==> src/rtl/sidechan_pkg.sv <==
// Shared types and default sizing for the ring-oscillator side-channel meters.
package sidechan_pkg;

    // Measurement FSM: IDLE waits for enable, RUN counts gate windows back to back.
    typedef enum logic {
        IDLE = 1'b0,
        RUN  = 1'b1
    } meas_state_t;

    localparam int GATE_CYCLES_DEF = 1_000_000;
    localparam int CNT_W_DEF       = 20;

endpackage

==> src/rtl/sync_rise_detect.sv <==
// Two-flop synchronizer followed by a registered rising-edge detector.
// A rising edge on i_async yields a one-cycle o_rise pulse three clocks later.
module sync_rise_detect (
    input  logic i_clk,
    input  logic i_rst_n,
    input  logic i_async,
    output logic o_rise
);

    logic r_sync1;
    logic r_sync2;
    logic r_prev;
    logic r_rise;

    // Synchronize the asynchronous input, then register a low-to-high strobe.
    always_ff @(posedge i_clk) begin
        if (!i_rst_n) begin
            r_sync1 <= 1'b0;
            r_sync2 <= 1'b0;
            r_prev  <= 1'b0;
            r_rise  <= 1'b0;
        end else begin
            r_sync1 <= i_async;
            r_sync2 <= r_sync1;
            r_prev  <= r_sync2;
            r_rise  <= r_sync2 & ~r_prev;
        end
    end

    assign o_rise = r_rise;

endmodule

==> src/rtl/ring_freq_meter.sv <==
// Gated frequency counter: counts divided ring-oscillator edges over a fixed
// window of main_clk cycles, publishes each count with an overflow flag and
// keeps running min/max statistics.
//
// Handshake: meas_valid is a one-cycle pulse with no back-pressure; meas_count
// and meas_ovf are stable from that pulse until the next one (or reset).
// dbg_state exposes the FSM state for observation.
module ring_freq_meter
    import sidechan_pkg::*;
#(
    parameter int GATE_CYCLES = GATE_CYCLES_DEF,
    parameter int CNT_W       = CNT_W_DEF
) (
    input  logic             main_clk,
    input  logic             reset_n,
    input  logic             ring_clk,
    input  logic             enable,
    input  logic             clear_stats,
    output logic [CNT_W-1:0] meas_count,
    output logic             meas_ovf,
    output logic             meas_valid,
    output logic [CNT_W-1:0] meas_min,
    output logic [CNT_W-1:0] meas_max,
    output logic             window_led,
    output meas_state_t      dbg_state
);

    localparam int               GW        = $clog2(GATE_CYCLES);
    localparam logic [GW-1:0]    GATE_LAST = GW'(GATE_CYCLES - 1);
    localparam logic [CNT_W-1:0] CNT_MAX   = {CNT_W{1'b1}};

    meas_state_t      r_state;
    meas_state_t      w_next_state;
    logic             w_start;
    logic             w_terminal;
    logic             w_edge;
    logic [GW-1:0]    r_gate_cnt;
    logic [CNT_W-1:0] r_edge_cnt;
    logic             r_ovf_acc;
    logic [CNT_W-1:0] w_cnt_next;
    logic             w_ovf_next;
    logic [CNT_W-1:0] r_meas_count;
    logic             r_meas_ovf;
    logic             r_meas_valid;
    logic [CNT_W-1:0] r_min;
    logic [CNT_W-1:0] r_max;
    logic             r_led;

    sync_rise_detect u_sync (
        .i_clk   (main_clk),
        .i_rst_n (reset_n),
        .i_async (ring_clk),
        .o_rise  (w_edge)
    );

    // FSM state register.
    always_ff @(posedge main_clk) begin
        if (!reset_n) begin
            r_state <= IDLE;
        end else begin
            r_state <= w_next_state;
        end
    end

    // Next state plus window start / window close strobes. Dropping enable
    // in any RUN cycle, including the terminal one, abandons the window.
    always_comb begin
        w_next_state = r_state;
        w_start      = 1'b0;
        w_terminal   = 1'b0;
        case (r_state)
            IDLE: begin
                if (enable) begin
                    w_next_state = RUN;
                    w_start      = 1'b1;
                end
            end
            RUN: begin
                if (!enable) begin
                    w_next_state = IDLE;
                end else if (r_gate_cnt == GATE_LAST) begin
                    w_terminal = 1'b1;
                end
            end
            default: w_next_state = IDLE;
        endcase
    end

    // Edge count including this cycle's strobe, saturating and flagging overflow.
    always_comb begin
        w_cnt_next = r_edge_cnt;
        w_ovf_next = r_ovf_acc;
        if (w_edge) begin
            if (r_edge_cnt == CNT_MAX) begin
                w_ovf_next = 1'b1;
            end else begin
                w_cnt_next = r_edge_cnt + CNT_W'(1);
            end
        end
    end

    // Gate and edge counters; cleared on window start and on every window close.
    always_ff @(posedge main_clk) begin
        if (!reset_n) begin
            r_gate_cnt <= '0;
            r_edge_cnt <= '0;
            r_ovf_acc  <= 1'b0;
        end else if (w_start || w_terminal) begin
            r_gate_cnt <= '0;
            r_edge_cnt <= '0;
            r_ovf_acc  <= 1'b0;
        end else if (r_state == RUN && enable) begin
            r_gate_cnt <= r_gate_cnt + GW'(1);
            r_edge_cnt <= w_cnt_next;
            r_ovf_acc  <= w_ovf_next;
        end
    end

    // Publish the closing window's result and toggle the window LED.
    always_ff @(posedge main_clk) begin
        if (!reset_n) begin
            r_meas_count <= '0;
            r_meas_ovf   <= 1'b0;
            r_meas_valid <= 1'b0;
            r_led        <= 1'b0;
        end else begin
            r_meas_valid <= w_terminal;
            if (w_terminal) begin
                r_meas_count <= w_cnt_next;
                r_meas_ovf   <= w_ovf_next;
                r_led        <= ~r_led;
            end
        end
    end

    // Min/max tracking; a clear coinciding with a sample seeds both with it.
    always_ff @(posedge main_clk) begin
        if (!reset_n) begin
            r_min <= CNT_MAX;
            r_max <= '0;
        end else if (r_meas_valid) begin
            if (clear_stats) begin
                r_min <= r_meas_count;
                r_max <= r_meas_count;
            end else begin
                if (r_meas_count < r_min) r_min <= r_meas_count;
                if (r_meas_count > r_max) r_max <= r_meas_count;
            end
        end else if (clear_stats) begin
            r_min <= CNT_MAX;
            r_max <= '0;
        end
    end

    assign meas_count = r_meas_count;
    assign meas_ovf   = r_meas_ovf;
    assign meas_valid = r_meas_valid;
    assign meas_min   = r_min;
    assign meas_max   = r_max;
    assign window_led = r_led;
    assign dbg_state  = r_state;

endmodule

==> config.mk <==
export PLATFORM = sky130hd
export DESIGN_NAME = ring_freq_meter
export DESIGN_NICKNAME = d
export VERILOG_FILES = /design/src/rtl/sidechan_pkg.sv /design/src/rtl/sync_rise_detect.sv /design/src/rtl/ring_freq_meter.sv
export SDC_FILE = /design/constraint.sdc
export NUM_CORES = 1
export LEC_CHECK = 0
export CORE_AREA = 3 3 100 111
export DETAILED_ROUTE_END_ITERATION = 16
export DIE_AREA = 0 0 103 114
export GPL_TIMING_DRIVEN = 0
export HOLD_SLACK_MARGIN = 0.12
export PLACE_DENSITY = 0.94
export SETUP_SLACK_MARGIN = 0.05
export SYNTH_ARGS = -nofsm -noshare
export SYNTH_HDL_FRONTEND = slang
export SYNTH_SLANG_ARGS = --single-unit
==> constraint.sdc <==
create_clock -name main_clk -period 3.6 [get_ports main_clk]
set_input_delay 0.72 -clock main_clk [delete_from_list [all_inputs] [get_ports main_clk]]
set_output_delay 0.72 -clock main_clk [all_outputs]
set_load 0.02 [all_outputs]
==> summary.md, run 1 <==
| Metric | Value |
|---|---|
| Post-synthesis register bit count | `around 110` |
| Slew @ Worst Pin | `0.714 ns` |
| WS Path Type | `reg -> reg` |
| Final Instance Area | `7100 um^2` |
| Sum of negative setup slack | `0 ns` |
| 1st-iter DRT viols | `468` |
| EDFF count, synth | `0` |
| Synth Area in Compound Gates | `between 10% and 20%` |
| Worst Path Max Fanout | `10` |
| Resized Gates After CTS | `0` |
| Synth Area in XOR/XNOR | `4.48%` |
| Clock buffer depth | `2` |
| Arr. time, crit path | `~3.1 ns` |
| GRT busiest layer | `met2` |
| Max Slew Vio Count | `0` |
| Port bufs | `between 60 and 70` |
| FP Rows | `38` |
| Relative slew slack | `52.0%` |
| Share of layout cells above drive strength 1 | `4.81%` |
| Simple-Gate Fraction of Synth Area | `roughly 23%` |
| Worst EP required | `around 3.9 ns` |
| Mean post-synth cell area | `8.10 um^2` |
| Top achievable clock speed | `approximately 350 MHz` |
| GRT Overall Usage | `28.6%` |
| Setup Viol. Count Final | `0` |
| First-pass GRT wire length | `26900 um` |
| DR pass1 iterations | `6` |
| Yosys cell types | `57` |
| DR WL/cell | `~17 um` |
| Post-Synth Adder-Cell Area | `8.47%` |
| Mux cell area share after synthesis | `3.82%` |
| Number of diodes | `0` |
| P&R area growth vs syn | `17.2%` |
| RR Endpoint | `meas_max[16]` |
| Hold Startpoint | `u_sync.r_prev` |
| Synth Flop Type | `dfxtp_1` |
| Final core occ | `71.1%` |
| Met2 GRT Util | `48.1%` |
| CTS sink cnt | `109` |
| Antenna violations before repair | `0` |
| Setup Buffers After CTS | `0` |
| Power per cell area | `approximately 300 nW/um^2` |
| DP HPWL | `~12000 um` |
| CTS tree | `done` |
| RSZ-0062 raised after global routing | `no` |
| RR Startpoint | `meas_count[19]` |
| Hold path endpoint | `u_sync.o_rise` |
| Post-synth ARST share | `0%` |
| Worst VDD drop | `between 150 and 200 uV` |
| Core area | `roughly 10000 um^2` |
| Cells after DPL | `936` |
| Register area share after synthesis | `36.0%` |
| Die Y | `114 um` |
| Vias in the first global route | `5564` |
| Status | `completed` |
| Reg2Reg Depth | `8` |
| Skew final | `0.0162 ns` |
| DRT Wirelength | `16300 um` |
| Final routed DRC violation total | `0` |
| Largest family of logic cells by synthesized area | `simple AND/OR/NAND/NOR gates` |
| Clock root cell | `clkbuf_8` |
| Top cells by area, synth | `dfxtp_1 (36%), ha_1 (8.5%), nor2_1 (6.8%)` |
| Met3 global-route usage | `roughly 3.4%` |
| Max Cap Viol | `0` |
| Total CTS buffers | `9` |
| Placement Cell Area | `6890 um^2` |
| Worst setup SP type | `flip-flop` |
| Worst-path clk slew | `0.11 ns` |
| Synth Net Count | `around 800` |
| DIE AREA | `11700 um^2` |
| Nets | `873` |
| Cell Area, Synth | `6060 um^2` |
| Leak pwr | `2.81 nW` |
| Final Hold Vio Count | `0` |
| Worst Setup End Kind | `flip-flop` |
| Post-Synthesis Cells | `between 700 and 800` |
| HP Class | `reg -> reg` |
| Area leader, netlist | `dfxtp_1` |
| Routability cong. | `0.983` |
| Hold path cells | `1` |
| Vias per cell | `6.29` |
| Tmin final | `2.84 ns` |
| Final Non-Filler Cells | `952` |
| Total power | `2.12 mW` |
| Met1 GRT Util | `between 30% and 40%` |
| Vias | `~6000` |
| Pin count of the biggest net entering global routing | `17` |
| Final worst path period share | `78.8%` |
| CTS Hold Bufs | `0` |
| ANT nets after route | `0` |
| Top cell type's share of synthesized area | `a little over a third` |
| GR Overflow Total | `0` |
| Die Wd | `approximately 100 um` |
| Synth warn | `0` |
| Clk Latency, worst-skew pair | `0.38 ns` |
| FF-to-FF setup slack | `between 0.7 and 0.8 ns` |
| Top-Level Pins | `69` |
| H-tree Lvls | `3` |
| Initial Util | `60.7%` |
## area by class of cell
| type | count | area [um^2] |
|---|---|---|
| multi-input cells | 547 | 3500 |
| flip-flops and latches | 109 | 2180 |
| fillers | 759 | 2890 |
| plain buffers | 42 | 184 |
| repair buffers | 68 | 681 |
| clock inverters | 3 | 42.5 |
| inverters | 50 | 188 |
| clock buffers | 13 | 169 |
| well taps | 120 | 150 |
## per-layer routing
layer	up-vias	routed length (um)
li1	2837	-
met1	2766	6350
met2	321	7940
met3	61	1350
met4	0	673
met5	-	0
## where the power goes
group / switching [mW] / internal [mW] / total [mW]
Combinational: 0.0696 / 0.0339 / 0.104
Clock: 0.419 / 0.379 / 0.798
Sequential: 0.00962 / 1.21 / 1.22
Total: 0.499 / 1.63 / 2.12
## how the worst max path moves through the flow
| stage | from | end | slack (ns) | cells after the start |
|---|---|---|---|---|
| floorplan | meas_count[11] | meas_max[18] | 1.16 | 9 |
| global placement | enable | r_edge_cnt[18] | 0.53 | 8 |
| detailed placement | enable | r_edge_cnt[18] | 0.51 | 8 |
| CTS | meas_count[19] | meas_max[16] | 0.86 | 8 |
| global route | meas_count[19] | meas_max[16] | 0.57 | 8 |
| finish | meas_count[19] | meas_max[16] | 0.76 | 8 |
## cell families (layout without fill, tap and decap cells)
kind of cell | count (synthesis) | in the layout
XOR/XNOR | 31 | 31
adder cells (fa/ha/maj) | 41 | 41
AND/OR/NAND/NOR | 290 | 290
flip-flops | 109 | 109
AO/OA/AOI/OAI | 162 | 162
buffers and inverters | 92 | 176
multiplexers | 23 | 23
## state kept, by name, summed over array words and instances, names as in the netlist, 20 cells and up
register and cells:
meas_count 20, meas_max 20, meas_min 20, r_edge_cnt 20, r_gate_cnt 20
## Yosys cell counts (2+ instances only)
master and number:
a211o_1 2, a211oi_1 15, a21boi_0 4, a21o_1 4
a21oi_1 30, a311oi_1 8, a31o_2 2, a31oi_1 27
and2_1 6, and3_1 8, and4_1 4, and4_2 2
buf_2 12, clkbuf_1 27, dfxtp_1 109, ha_1 41
inv_1 50, mux2i_1 22, nand2_1 59, nand2b_1 3
nand3_1 39, nand4_1 18, nor2_1 110, nor2b_1 5
nor3_1 17, nor3_4 2, nor4_1 7, nor4b_1 2
o211ai_1 8, o21a_1 11, o21ai_0 23, o21ai_1 2
o311ai_0 14, or3_1 3, xnor2_1 18, xor2_1 13
## through the flow
step                hold WS (ns)  worst slack (ns)
detailed placement         0.374             0.506
floorplan                  0.367              1.16
global route               0.409             0.566
CTS                        0.387             0.858
global placement           0.372             0.534
finish                     0.387             0.762
## cell usage in the layout (no fill, tap or decap), types with 27 or more instances in the layout
master / Yosys / routed
a21oi_1: 30 / 30
ha_1: 41 / 41
dfxtp_1: 109 / 109
a31oi_1: 27 / 27
nor2_1: 110 / 110
nand3_1: 39 / 39
inv_1: 50 / 50
nand2_1: 59 / 59
clkbuf_1: 27 / 28
clkdlybuf4s50_1: 0 / 68
## worst max-delay path, stage by stage, from the launching register on
cell      delay, ns
dfxtp_1        0.43
ha_1           0.35
nand4_1        0.20
a21oi_1        0.63
nor2b_1        0.20
buf_2          0.22
clkbuf_1       0.43
a31oi_1        0.14
o311ai_0       0.11
Note: power is estimated with default switching activity, not from simulation.
==> run 2, diff against run 1 <==
Settings changed: CORE_AREA 3 3 100 111 to 3 3 103 115, DIE_AREA 0 0 103 114 to 0 0 106 118, PLACE_DENSITY 0.94 to 0.89.
Clock period 3.6 ns to 2.85 ns, I/O delays scaled along.
==> summary.md, run 2 (synthesized netlist as in run 1, its figures left out) <==
| Metric | Value |
|---|---|
| DR WL/cell | `17.0 um (-0.53%)` |
| Top achievable clock speed | `370 MHz (+5.1%)` |
| Slew @ Worst Pin | `0.830 ns (+0.116 ns)` |
| RR Endpoint | `meas_max[17]` |
| DR pass1 iterations | `5 (-1)` |
| Skew final | `0.0104 ns (-0.00579 ns)` |
| H-tree Lvls | `3 (unchanged)` |
| Number of diodes | `0 (unchanged)` |
| Slowest stage cell, crit path | `or4b_1` |
| Worst-path clk slew | `0.07 ns (-0.04 ns)` |
| Setup Viol. Count Final | `0 (unchanged)` |
| Vias per cell | `6.12 (-2.7%)` |
| FP Rows | `40 (+5.3%)` |
| GRT Overall Usage | `26.7% (-1.9 points)` |
| Sum of negative setup slack | `0 ns (unchanged)` |
| Clk Latency, worst-skew pair | `0.35 ns (-0.03 ns)` |
| 1st-iter DRT viols | `406 (-13%)` |
| Power per cell area | `428 nW/um^2 (+43%)` |
| Worst Path Max Fanout | `10 (unchanged)` |
| DRT Wirelength | `16700 um (+2.2%)` |
| Arr. time, crit path | `2.90 ns (-0.21 ns)` |
| Max Cap Viol | `0 (unchanged)` |
| Initial Util | `56.0% (-4.6 points)` |
| Commonest cells after routing, fill and taps aside | `nor2_1 (110), dfxtp_1 (107), clkdlybuf4s50_1 (68)` |
| Routed wl met2 | `8260 um (+4.1%)` |
| Status | `completed` |
| Routed wl met3 | `1250 um (-7.3%)` |
| Worst setup SP type | `flip-flop` |
| Fill count | `895 (+18%)` |
| FF-to-FF setup slack | `0.15 ns (-0.61 ns)` |
| Total CTS buffers | `9 (unchanged)` |
| Port bufs | `68 (unchanged)` |
| Max stage delay on crit path | `0.51 ns (-0.12 ns)` |
| Clock buffer depth | `2 (unchanged)` |
| Final Hold Vio Count | `0 (unchanged)` |
| Die Y | `118 um (+3.5%)` |
| Commonest non-fill, non-tap cell in the layout | `nor2_1` |
| Pin count of the biggest net entering global routing | `17 (unchanged)` |
| Worst VDD drop | `319 uV (+68%)` |
| GR Overflow Total | `0 (unchanged)` |
| Final routed DRC violation total | `0 (unchanged)` |
| DIE AREA | `12500 um^2 (+6.5%)` |
| Clock root cell | `clkbuf_16` |
| Hold path endpoint | `u_sync.o_rise` |
| Die Wd | `106 um (+2.9%)` |
| Worst EP required | `3.05 ns (-0.82 ns)` |
| Max Slew Vio Count | `0 (unchanged)` |
| Worst Setup End Kind | `flip-flop` |
| HP Class | `reg -> reg` |
| First-pass GRT wire length | `27300 um (+1.8%)` |
| Cell mode on critical path | `buf_2` |
| Nets | `872 (-0.11%)` |
| Reg2Reg Depth | `9 (+1)` |
| Final worst path period share | `94.7% (+16 points)` |
| WS Path Type | `reg -> reg` |
| P&R area growth vs syn | `20.1%` |
| Leak pwr | `2.88 nW (+2.6%)` |
| CTS tree | `done` |
| Vias in the first global route | `5656 (+1.7%)` |
| Top Metal Used | `met4` |
| Vias | `5984 (-0.017%)` |
| Top-Level Pins | `69 (unchanged)` |
| Hold path cells | `1 (unchanged)` |
| ANT nets after route | `0 (unchanged)` |
| CP cell instances | `ha_1, nand4_1, nor2_1, a211o_1, or4b_1, buf_2, buf_2, nand3_1, o311ai_0` |
| Core area | `10800 um^2 (+8.3%)` |
| Routability cong. | `0.965 (-1.8%)` |
| Antenna violations before repair | `0 (unchanged)` |
| Share of layout cells above drive strength 1 | `5.54% (+0.73 points)` |
| Pre-CTS setup slack | `-0.132 ns (-0.639 ns)` |
| Hold Startpoint | `u_sync.r_prev` |
| CTS sink cnt | `109 (unchanged)` |
| Tmin final | `2.70 ns (-0.139 ns)` |
| Wl on met1 | `6530 um (+2.8%)` |
| Relative slew slack | `44.2% (-7.8 points)` |
| RR Startpoint | `meas_count[17]` |
| RSZ-0062 raised after global routing | `no` |
| Total power | `3.12 mW (+47%)` |
| DP HPWL | `12100 um (-0.38%)` |
| Final worst slack | `0.151 ns (-0.611 ns)` |
## run 2: cell types whose count changed in the layout (fill, tap and decap cells not counted), sizes merged
cell      previous run  this run
bufinv               1         3
clkbuf              40        39
buf                 15        14
clkinvlp             1         0
## run 2: layer usage
layer	GRT usage (%)	up-vias
met3	4.55	71
met5	0	-
li1	-	2832
met4	13.0	0
met2	46.5	281
met1	31.4	2800
## run 2: critical path: cells and delay by family (launching register included)
family,cells,cell delay [ns]
buf+inv,2,0.41
compound gates,2,0.38
simple gates,4,0.94
flops,1,0.50
fa+ha+maj,1,0.31
## run 2: per-stage QoR
step	instance area, um^2	instances	hold WS (ns)	util (%)
after floorplan	6060	748	0.367	-
after global placement	6920	963	0.372	64.0
after detailed placement	6920	963	0.383	64.0
after CTS	7260	979	0.396	67.2
after global routing	7270	978	0.418	67.3
final	7270	978	0.389	67.3
## run 2: cell type report
| class | count | area, um^2 | share of cell area [%] |
|---|---|---|---|
| multi-input combinational | 547 | 3510 | 48.3 |
| sequential | 109 | 2180 | 30.0 |
| timing repair buffer | 68 | 681 | 9.36 |
| clock buffer | 12 | 246 | 3.39 |
| inverter | 50 | 188 | 2.58 |
| buffer | 41 | 184 | 2.53 |
| tap | 147 | 184 | 2.53 |
| clock inverter | 4 | 95.1 | 1.31 |
## run 2: report_power, final
group / switching [mW] / internal, mW
Sequential: 0.0122 / 1.53
Combinational: 0.0897 / 0.0431
Clock: 0.555 / 0.883
## run 2: repair_timing
item | CTS | global route
gates resized for setup | 0 | 9
setup endpoints to repair | 0 | 11
buffers inserted | 0 | 0
hold endpoints to repair | 0 | 0
hold buffers | 0 | 0
## run 2: worst max path at each step
| stage | end | slack (ns) | startpoint |
|---|---|---|---|
| 5_1_grt | meas_max[16] | 0.03 | meas_count[15] |
| 2_1_floorplan | meas_max[18] | 0.41 | meas_count[11] |
| 4_1_cts | meas_max[17] | 0.07 | meas_count[19] |
| 3_3_place_gp | r_edge_cnt[18] | -0.05 | enable |
| 3_5_place_dp | r_edge_cnt[18] | -0.13 | enable |
| 6_report | meas_max[17] | 0.15 | meas_count[17] |
==> run 3, diff against run 2 <==
Settings changed: SLEW_MARGIN set to 20.
==> results of run 3 <==
Final layout, timing and power as in run 2 (identical DEF).
